$ cat config.mk
export PLATFORM = sky130hd
export DESIGN_NAME = pwm_led_ctrl_flat
export DESIGN_NICKNAME = d
export VERILOG_FILES = /design/src/rtl/pwm_led_ctrl_if.sv /design/src/rtl/pwm_led_ctrl.sv /design/src/flat_wrapper.sv
export SDC_FILE = /design/constraint.sdc
export NUM_CORES = 1
export LEC_CHECK = 0
export BUFFER_PORTS_ARGS = -buffer_cell sky130_fd_sc_hd__buf_2
export CELL_PAD_IN_SITES_DETAIL_PLACEMENT = 1
export CELL_PAD_IN_SITES_GLOBAL_PLACEMENT = 1
export CORE_MARGIN = 5
export CORE_UTILIZATION = 45
export DETAILED_ROUTE_END_ITERATION = 8
export GPL_TIMING_DRIVEN = 0
export HOLD_SLACK_MARGIN = 0.12
export PLACE_DENSITY_LB_ADDON = 0.1
export SLEW_MARGIN = 20
export SYNTH_ARGS = -nofsm -noshare
export SYNTH_HDL_FRONTEND = slang
export SYNTH_SLANG_ARGS = --single-unit
$ cat constraint.sdc
create_clock -name clk -period 3.7 [get_ports clk]
set_clock_uncertainty 0.2 [all_clocks]
set_input_delay 1.11 -clock clk [delete_from_list [all_inputs] [get_ports clk]]
set_output_delay 1.11 -clock clk [all_outputs]
set_load 0.05 [all_outputs]
$ cat src/rtl/pwm_led_ctrl_if.sv
// Store/load bus between the core's data-memory path and the PWM LED peripheral.
// The core side uses the master modport and the peripheral uses the slave modport.
interface pwm_led_ctrl_if;
    logic        write_mem;
    logic [2:0]  funct3;
    logic [31:0] address;
    logic [31:0] write_data;
    logic        hit;
    logic [31:0] read_data;

    modport master (
        output write_mem,
        output funct3,
        output address,
        output write_data,
        input  hit,
        input  read_data
    );

    modport slave (
        input  write_mem,
        input  funct3,
        input  address,
        input  write_data,
        output hit,
        output read_data
    );
endinterface

$ cat src/rtl/pwm_led_ctrl.sv
// Memory-mapped 4-channel PWM LED controller (R, G, B, LED) with period-aligned duty updates.
// Optional macro PWM_LED_FADE_EN: duty steps by +/-1 per period toward the shadow value.
module pwm_led_ctrl #(
    parameter logic [31:0] BASE_ADDR    = 32'hFFFF_FF00,
    parameter logic [15:0] PRESCALE_RST = 16'd46
) (
    input  logic           clk,
    input  logic           reset,
    pwm_led_ctrl_if.slave  bus,
    output logic           led,
    output logic           red,
    output logic           green,
    output logic           blue
);

    logic        en_reg;
    logic [15:0] prescale_reg;
    logic [15:0] pre_cnt_reg;
    logic [7:0]  pwm_cnt_reg;
    logic [31:0] read_data_reg;

    logic [1:0]  sel;
    logic [3:0]  byte_en;
    logic [31:0] wr_lanes;
    logic        wr_en;
    logic        tick;
    logic        boundary;
    logic [31:0] shadow_bus;
    logic [23:0] active_bus;
    logic [3:0]  pwm_out;
    logic [31:0] read_word;

    assign bus.hit   = (bus.address[31:4] == BASE_ADDR[31:4]);
    assign sel       = bus.address[3:2];
    assign wr_en     = bus.write_mem && bus.hit;

    // Store data arrives unshifted (rs2v), so replicate it across the lanes it may target.
    always_comb begin
        byte_en  = 4'b0000;
        wr_lanes = bus.write_data;
        case (bus.funct3)
            3'd0: begin
                byte_en  = 4'b0001 << bus.address[1:0];
                wr_lanes = {4{bus.write_data[7:0]}};
            end
            3'd1: begin
                if (!bus.address[0]) begin
                    byte_en = bus.address[1] ? 4'b1100 : 4'b0011;
                end
                wr_lanes = {2{bus.write_data[15:0]}};
            end
            3'd2: begin
                if (bus.address[1:0] == 2'b00) begin
                    byte_en = 4'b1111;
                end
            end
            default: byte_en = 4'b0000;
        endcase
    end

    assign tick     = en_reg && (pre_cnt_reg >= prescale_reg);
    assign boundary = tick && (pwm_cnt_reg == 8'hFF);

    always_ff @(posedge clk or negedge reset) begin
        if (!reset) begin
            en_reg       <= 1'b0;
            prescale_reg <= PRESCALE_RST;
        end else if (wr_en) begin
            if (sel == 2'd0 && byte_en[0]) begin
                en_reg <= wr_lanes[0];
            end
            if (sel == 2'd1) begin
                if (byte_en[0]) prescale_reg[7:0]  <= wr_lanes[7:0];
                if (byte_en[1]) prescale_reg[15:8] <= wr_lanes[15:8];
            end
        end
    end

    // Comparing with >= lets a shrinking PRESCALE take effect on the very next cycle.
    always_ff @(posedge clk or negedge reset) begin
        if (!reset) begin
            pre_cnt_reg <= 16'd0;
            pwm_cnt_reg <= 8'd0;
        end else if (!en_reg) begin
            pre_cnt_reg <= 16'd0;
            pwm_cnt_reg <= 8'd0;
        end else if (tick) begin
            pre_cnt_reg <= 16'd0;
            pwm_cnt_reg <= pwm_cnt_reg + 8'd1;
        end else begin
            pre_cnt_reg <= pre_cnt_reg + 16'd1;
        end
    end

    // Lane gi: byte 0 = R, 1 = G, 2 = B, 3 = LED.
    for (genvar gi = 0; gi < 4; gi++) begin : g_lane
        logic [7:0] shadow_reg;
        logic [7:0] active_reg;
        logic       out_reg;

        always_ff @(posedge clk or negedge reset) begin
            if (!reset) begin
                shadow_reg <= 8'd0;
            end else if (wr_en && sel == 2'd2 && byte_en[gi]) begin
                shadow_reg <= wr_lanes[8*gi +: 8];
            end
        end

        // Active duty only changes at a period boundary, so a period never sees a mid-way change.
        always_ff @(posedge clk or negedge reset) begin
            if (!reset) begin
                active_reg <= 8'd0;
            end else if (!en_reg) begin
                active_reg <= shadow_reg;
            end else if (boundary) begin
`ifdef PWM_LED_FADE_EN
                if (active_reg < shadow_reg) begin
                    active_reg <= active_reg + 8'd1;
                end else if (active_reg > shadow_reg) begin
                    active_reg <= active_reg - 8'd1;
                end
`else
                active_reg <= shadow_reg;
`endif
            end
        end

        always_ff @(posedge clk or negedge reset) begin
            if (!reset) begin
                out_reg <= 1'b0;
            end else begin
                out_reg <= en_reg && (pwm_cnt_reg < active_reg);
            end
        end

        assign shadow_bus[8*gi +: 8] = shadow_reg;
        assign pwm_out[gi]           = out_reg;

        if (gi < 3) begin : g_status
            assign active_bus[8*gi +: 8] = active_reg;
        end
    end

    always_comb begin
        read_word = 32'd0;
        case (sel)
            2'd0: read_word = {31'd0, en_reg};
            2'd1: read_word = {16'd0, prescale_reg};
            2'd2: read_word = shadow_bus;
            2'd3: read_word = {active_bus, pwm_cnt_reg};
            default: read_word = 32'd0;
        endcase
    end

    always_ff @(posedge clk or negedge reset) begin
        if (!reset) begin
            read_data_reg <= 32'd0;
        end else begin
            read_data_reg <= bus.hit ? read_word : 32'd0;
        end
    end

    assign bus.read_data = read_data_reg;
    assign red           = pwm_out[0];
    assign green         = pwm_out[1];
    assign blue          = pwm_out[2];
    assign led           = pwm_out[3];

endmodule

$ cat src/flat_wrapper.sv
// flat-port wrapper written by rule: the top's interface ports become plain ports
module pwm_led_ctrl_flat 
#(
    parameter logic [31:0] BASE_ADDR    = 32'hFFFF_FF00,
    parameter logic [15:0] PRESCALE_RST = 16'd46
)
  (clk, reset, led, red, green, blue, bus_write_mem, bus_funct3, bus_address, bus_write_data, bus_hit, bus_read_data);
  pwm_led_ctrl_if bus_i ();
  input  logic clk;
  input  logic reset;
  output logic led;
  output logic red;
  output logic green;
  output logic blue;
  input wire logic [$bits(bus_i.write_mem)-1:0] bus_write_mem;
  input wire logic [$bits(bus_i.funct3)-1:0] bus_funct3;
  input wire logic [$bits(bus_i.address)-1:0] bus_address;
  input wire logic [$bits(bus_i.write_data)-1:0] bus_write_data;
  output wire logic [$bits(bus_i.hit)-1:0] bus_hit;
  output wire logic [$bits(bus_i.read_data)-1:0] bus_read_data;
  assign bus_i.write_mem = bus_write_mem;
  assign bus_i.funct3 = bus_funct3;
  assign bus_i.address = bus_address;
  assign bus_i.write_data = bus_write_data;
  assign bus_hit = bus_i.hit;
  assign bus_read_data = bus_i.read_data;
  pwm_led_ctrl #(.BASE_ADDR(BASE_ADDR), .PRESCALE_RST(PRESCALE_RST)) u_core (.clk(clk), .reset(reset), .bus(bus_i), .led(led), .red(red), .green(green), .blue(blue));
endmodule
# After elaboration in Yosys (flattened, before gate mapping)
# Cells that the tools add are included.
# W data, S select, Z words.
# word_totals
out_inout_bits,37
word_cells,73
register_bits,141
input_bits,70
# classes
addsub,2
magnitude_cmp,5
shifts,1
reduce_logical,19
muxes,19
n_eq_ne,9
# op_table
cell,count
$pmux W32 S4,1
$mux W8,10
$pmux W32 S2,1
$lt A8 B8 Y1,4
$mux W16,2
$mux W32,1
$eq A28 B28 Y1 const B,1
$add A16 B1 Y16 const B,1
$ge A16 B16 Y1,1
$logic_and A1 B1 Y1,13
$mux W4,3
$pmux W4 S3,1
$add A8 B1 Y8 const B,1
$eq A8 B8 Y1 const B,1
$reduce_and A3 Y1,2
$eq A2 B2 Y1 const B,2
$logic_not A2 Y1,2
$ne A2 B2 Y1 const B,2
$shl A1 B2 Y4 const A,1
$eq A3 B1 Y1 const B,1
$eq A3 B2 Y1 const B,1
$logic_not A3 Y1,1
$eq A2 B1 Y1 const B,1
$reduce_and A2 Y1,1

# Longest topological paths before layout
# Gate-level depths: netlist of the first run.
# logic_depth
depth_word,5
ltp_mapped,10

# Least setup slack after synthesis of the first run
# Ideal clock, no wire load.
# synth_timing
path_type,input port to output port
from,input bus_address[5]
to,output bus_hit
path_buffers,0
arrival_time_ns,2.258
slack_ns,0.132
stages,4
path_cell_list,or4b_1 -> nor4_2 -> nand2_2 -> clkinv_2
# synth_between
elab_chain_cells,1
# synth_lines
item,line,text
from (decl),flat_wrapper.sv:17,input wire logic [$bits(bus_i.address)-1:0] bus_address;
$eq A28 B28 Y1,pwm_led_ctrl.sv:33,assign bus.hit = (bus.address[31:4] == BASE_ADDR[31:4]);
to (decl),flat_wrapper.sv:19,output wire logic [$bits(bus_i.hit)-1:0] bus_hit;
# Every way passes these cells.

# Final worst setup path of the first run
# layout_timing
from,input bus_address[7]
to,output bus_hit
# Same word-level chain as after synthesis.

==> out/results.tsv, run 1 <==
stage	metric	value	unit
drt	vias per std cell	5.485	
synthesis	share of synthesized flip-flops with an asynchronous set or reset	100.0	%
setup_path	critical path data required time	2.39	ns
synthesis	area leader, netlist	dfrtp_1	
timing	Worst Tran Pin Value	1.149	ns
synthesis	Avg Inst Size Synth	11.01	um2
job	max-cap viol count	0	
placed_design	Port Buffers	104	
synthesis	Synth cell types	50	
final_layout	area delta synth->final	20.28	%
synthesis	Synth Area in XOR/XNOR	2.047	%
power	Max VDD drop	0.0003211	V
timing	final hold violations	0	
synthesis	Seq/Total Area, Yosys	48.57	%
synthesis	yosys warns	0	
synthesis	#FFs+latches synth	141	
final_layout	filler instances	1766	
global_route	Congestion Overflow GR	0	
global_route	initial antenna violation count	0	
timing	RSZ-0062 raised after global routing	true	
setup_path	CP Max Fanout	2	
floorplan	Rows	46	
synthesis	post-synthesis adder-cell area fraction	7.912	%
final_layout	share of layout cells above drive strength 1	28.71	%
power	PnR Total Power	3.430	mW
setup_path	critical path arrival	2.35	ns
placed_design	Placer Congestion	0.8485	
synthesis	Simple-Gate Fraction of Synth Area	12.30	%
cts	htree depth	4	
final_layout	area of the multi-input gates	0.003486	mm2
drt	DRT iter0 DRCs	270	
floorplan	core box area	0.01589	mm2
setup_path	CP Launch Type	input pin	
timing	Rel. slew slack	23.20	%
cts	hold_buf cts	0	
synthesis	top cells by area, synth	dfrtp_1, mux2_2, ha_1	
synthesis	dominant synthesized flop cell	dfrtp_1	
final_layout	utilization after layout	55.08	%
timing	period utilization	99.01	%
power	static leakage	4.180	nW
global_route	first-pass GRT wire length	33650	um
final_layout	sequential cell area	0.003533	mm2
cts	cts bufs inserted	17	
outcome	status	complete, no violations	
drt	Pre-antenna DRT Iters	4	
synthesis	Post-Syn Nets	777	
synthesis	synthesized cell area	0.007274	mm2
timing	WHS	0.3057	ns
floorplan	I/O pins	107	
drt	DR vias	5578	
floorplan	die height	137.1	um
setup_path	kind of critical path	in -> out	
drt	routed wire length	21020	um
synthesis	Syn Inst Count	661	
drt	Antenna Nets Post-Route	0	
global_route	largest net degree at the start of global routing	77	
synthesis	complex-gate fraction of the synthesized area	8.394	%
floorplan	Initial Utilization	45.79	%
synthesis	post-synth top area share	47.13	%
floorplan	Die ar.	0.01881	mm2
timing	pins over their slew limit	0	
worst_hold_path	Hold Crit Class	reg -> reg	
placed_design	HPWL after DPL	16060	um
synthesis	mux share of post-synthesis cell area	17.10	%
timing	Final min period	3.663	ns
timing	final setup vio count	0	
floorplan	die width	137.1	um
timing	Setup TNS Final	0	ns
cts	CTS Root Cell	clkbuf_16	
power	PwrDens	392.1	mW/mm2
drt	WL per Instance	20.66	um
setup_path	Worst setup EP type	primary output	
global_route	vias in the first global route	6098	
global_route	GRT Util Overall	23.77	%
synthesis	largest family of logic cells by synthesized area	multiplexers	
drt	Residual DRC	0	
cts	Clk pin slew, worst setup/hold paths	0.06	ns
cts	CTS tree	yes	
final_layout	final-stage net count	904	
timing	Max Clock Freq	273.0	MHz
cts	maximum clock path buffer count	2	
cts	Sink Count	141	
cts	clock network latency to the later pin of the worst-skew pair	0.43	ns
final_layout	# diodes	0	
synthesis	Post-synth EDFFs	0	
## metal layers
layer	GRT usage (%)	share of wire [%]	vias to the layer above	wire length (um)
met4	6.208	1.4	0	303
met1	33.55	48	2820	9987
met3	4.044	4.4	22	927
li1	-	-	2590	-
met5	0	0	-	0
met2	38.09	47	146	9796
## worst max-delay path: stages
cell      delay [ns]
buf_6           0.09
or4b_4          0.54
nor4_4          0.21
nand2_2         0.16
clkinv_4        0.10
buf_8           0.14
## final timing paths
check / from / endpoint / slack (ns) / depth (start not counted)
max: bus_address[7] / bus_hit / 0.04 / 6
min reg2reg: u_core.g_lane[3].active_reg[5] / u_core.g_lane[3].active_reg[5] / 0.31 / 1
min: u_core.g_lane[3].active_reg[5] / u_core.g_lane[3].active_reg[5] / 0.31 / 1
max in group asynchronous: reset / u_core.prescale_reg[1] / 2.09 / 2
min in group asynchronous: reset / u_core.pwm_cnt_reg[4] / 0.44 / 1
max reg2reg: u_core.prescale_reg[2] / u_core.pre_cnt_reg[10] / 0.23 / 10
## power breakdown
part	internal, mW	leakage, nW	total, mW	switching (mW)
Sequential	1.54	1.96	1.54	0.00000000322
Clock	1.07	0.293	1.72	0.652
Combinational	0.0597	1.93	0.165	0.105
## kinds of logic after synthesis
group                      Yosys count
AOI/OAI and AO/OA                   97
buffers and inverters               69
xor gates and xnor gates            17
DFF                                141
muxes                              114
and+or+nand+nor                    177
adders and majority gates           46
## layout by cell type (no fill, tap or decap), types with 8 or more instances in the layout
cell	netlist	routed
mux2_2	70	70
nand4_1	13	13
inv_1	45	45
clkbuf_16	0	17
nand2_1	37	37
a21oi_1	19	19
dfrtp_1	137	137
a22oi_1	15	15
nor2b_1	12	12
xor2_1	9	9
mux2i_1	41	41
buf_2	6	107
o21ai_0	34	34
nand3_1	10	10
xnor2_1	8	8
ha_1	46	46
nor2_1	68	68
clkbuf_1	17	19
## cell type report
type | instances | area share, %
inverter | 46 | 2.031
clock inverter | 12 | 1.659
tap | 216 | 3.089
timing repair buffer | 108 | 6.821
buffer | 23 | 1.073
sequential | 141 | 40.38
clock buffer | 20 | 5.105
multi-input combinational | 451 | 39.84
## cells in the mapped netlist (all sizes together) (6+ instances only)
cell      n
dfrtp   137
mux2     72
nor2     68
ha       46
inv      45
mux2i    41
nand2    39
o21ai    34
a21oi    19
clkbuf   17
a22oi    15
nand4    14
nor2b    12
nand3    10
xor2      9
xnor2     8
a211oi    6
a21boi    6
and3      6
buf       6
nand2b    6
o211ai    6
## through the flow
stage          instance area, um2  std cells  setup WS, ns
2_1_floorplan                7274        661        0.1325
3_3_place_gp                 8065        981       -0.6103
3_5_place_dp                 8103        982       -0.4421
4_1_cts                      8750       1017      0.005598
5_1_grt                      8750       1017      -0.04014
6_report                     8750       1017       0.03670
## what timing repair did
action | in CTS | in global routing
resized for setup | 7 | 0
endpoints found under the setup margin | 1 | 1
pin swaps | 2 | 0
buffers inserted | 3 | 0
Note: power is estimated with default switching activity, not from simulation.
==> run 2: changes to the inputs <==
==> constraint.sdc (replaced) <==
create_clock -name clk -period 4.04 [get_ports clk]
set_clock_uncertainty 0.2 [all_clocks]
set_input_delay 1.212 -clock clk [delete_from_list [all_inputs] [get_ports clk]]
set_output_delay 1.212 -clock clk [all_outputs]
set_load 0.05 [all_outputs]
==> out/results.tsv, run 2 (synthesis gave the netlist of run 1 again) <==
stage	metric	value	unit	change
outcome	status	complete, no violations		
global_route	first-pass GRT wire length	33600	um	-0.16%
setup_path	R2R Path Start	u_core.prescale_reg[2]		
setup_path	CP Max Fanout	5		+3
final_layout	Post-Layout Inst Area	0.008755	mm2	about the same
final_layout	utilization after layout	55.11	%	about the same
floorplan	Initial Utilization	45.79	%	unchanged
setup_path	kind of critical path	in -> out		
final_layout	share of layout cells above drive strength 1	28.89	%	+0.18 points
final_layout	most frequent cells in the layout	dfrtp_1, buf_2, mux2_2		
power	Max VDD drop	0.0002911	V	-9.3%
drt	routed wire length	21050	um	+0.18%
timing	final hold violations	0		unchanged
floorplan	die height	137.1	um	unchanged
timing	WHS	0.3057	ns	+0.000008000 ns
timing	period utilization	98.41	%	
placed_design	placed cell area	0.008103	mm2	unchanged
global_route	GRT Util Overall	23.74	%	-0.031 points
drt	DRT iter0 DRCs	254		-5.9%
placed_design	Port Buffers	104		unchanged
worst_hold_path	worst hold start	u_core.g_lane[3].active_reg[5]		
setup_path	Reg2Reg Capture Point	u_core.pre_cnt_reg[10]		
cts	cts bufs inserted	17		unchanged
timing	Rel. slew slack	22.08	%	-1.1 points
setup_path	CP delay by family, top	simple AND/OR/NAND/NOR gates		
timing	pins over their slew limit	0		unchanged
setup_path	CP Launch Type	input pin		
drt	vias per std cell	5.438		-0.86%
final_layout	area delta synth->final	20.35	%	about the same
worst_hold_path	Worst Hold Path Cells	1		unchanged
cts	CTS tree	yes		
setup_path	CP bufs+invs	3		unchanged
worst_hold_path	Hold Crit Class	reg -> reg		
global_route	Congestion Overflow GR	0		unchanged
cts	clock network latency to the later pin of the worst-skew pair	0.43	ns	about the same
setup_path	R2R setup slack	0.56	ns	+0.33 ns
setup_path	R2R depth	10		unchanged
placed_design	dpl ws	-0.3061	ns	+0.1360 ns
final_layout	# diodes	0		unchanged
placed_design	HPWL after DPL	16060	um	unchanged
drt	DR vias	5541		-0.66%
drt	Residual DRC	0		unchanged
drt	WL per Instance	20.66	um	about the same
floorplan	die width	137.1	um	unchanged
power	static leakage	4.188	nW	+0.19%
global_route	initial antenna violation count	0		unchanged
timing	Worst Tran Pin Value	1.166	ns	+0.01676 ns
floorplan	core box area	0.01589	mm2	unchanged
cts	Clk pin slew, worst setup/hold paths	0.06	ns	about the same
placed_design	# placed instances	982		unchanged
floorplan	I/O pins	107		unchanged
setup_path	slowest stage delay, CP	0.54	ns	about the same
cts	htree depth	4		unchanged
setup_path	critical path data required time	2.63	ns	+0.24 ns
job	max-cap viol count	0		unchanged
timing	Final min period	3.976	ns	
worst_hold_path	Worst Hold End	u_core.g_lane[3].active_reg[5]		
final_layout	final-stage net count	906		+0.22%
setup_path	slowest library cell on the worst path	or4b_4		
final_layout	filler instances	1764		-0.11%
global_route	largest net degree at the start of global routing	77		unchanged
power	PnR Total Power	3.140	mW	-8.5%
drt	Pre-antenna DRT Iters	4		unchanged
cts	maximum clock path buffer count	2		unchanged
setup_path	Worst setup EP type	primary output		
timing	Setup TNS Final	0	ns	unchanged
floorplan	Rows	46		unchanged
timing	Final WS setup	0.06429	ns	+0.02759 ns
setup_path	worst path cell trace	buf_2, or4b_4, nor4_4, nand2_2, clkinv_4, buf_6		
global_route	vias in the first global route	6082		-0.26%
cts	CTS Root Cell	clkbuf_16		
setup_path	critical path arrival	2.56	ns	+0.21 ns
timing	final setup vio count	0		unchanged
power	PwrDens	358.7	mW/mm2	-8.5%
timing	Max Clock Freq	251.5	MHz	
drt	Antenna Nets Post-Route	0		unchanged
final_layout	commonest non-fill, non-tap cell in the layout	dfrtp_1		
timing	RSZ-0062 raised after global routing	false		
floorplan	Die ar.	0.01881	mm2	unchanged
cts	Sink Count	141		unchanged
final_layout	Non-Filler Instances	1019		+0.20%
placed_design	Placer Congestion	0.8485		unchanged
## run 2: repair_timing
item                                   4_1_cts  5_1_grt
endpoints found under the hold margin        0        0
setup buffers                                2        3
pin swaps                                    1        1
gates resized for setup                      3        3
setup endpoints to repair                    1        1
hold buffers                                 0        0
## run 2: per-layer routing
layer | wire [um] | GRT usage (%) | up-vias
li1 | - | - | 2590
met1 | 10080 | 33.55 | 2797
met2 | 9821 | 37.98 | 134
met3 | 890 | 4.044 | 20
met4 | 262 | 6.208 | 0
met5 | 0 | 0 | -
## run 2: area by class of cell
cell class	count	area [um2]	area share (%)
buffer	23	93.84	1.072
clock buffer	20	446.7	5.102
clock inverter	12	145.1	1.658
inverter	46	177.7	2.029
multi-input combinational	451	3486	39.82
sequential	141	3533	40.36
tap	216	270.3	3.087
timing repair buffer	110	601.8	6.874
## run 2: worst max path at each step
stage                                     end  cells after the start            from
6_report                              bus_hit                      6  bus_address[5]
2_1_floorplan                         bus_hit                      4  bus_address[5]
4_1_cts                               bus_hit                      6  bus_address[5]
5_1_grt                               bus_hit                      6  bus_address[5]
3_3_place_gp   u_core.g_lane[3].shadow_reg[2]                      1           reset
3_5_place_dp                          bus_hit                      6  bus_address[5]
## run 2: where the power goes
group          switching, mW  internal, mW
Clock                  0.595         0.981
Sequential     0.00000000295          1.41
Combinational         0.0966        0.0541
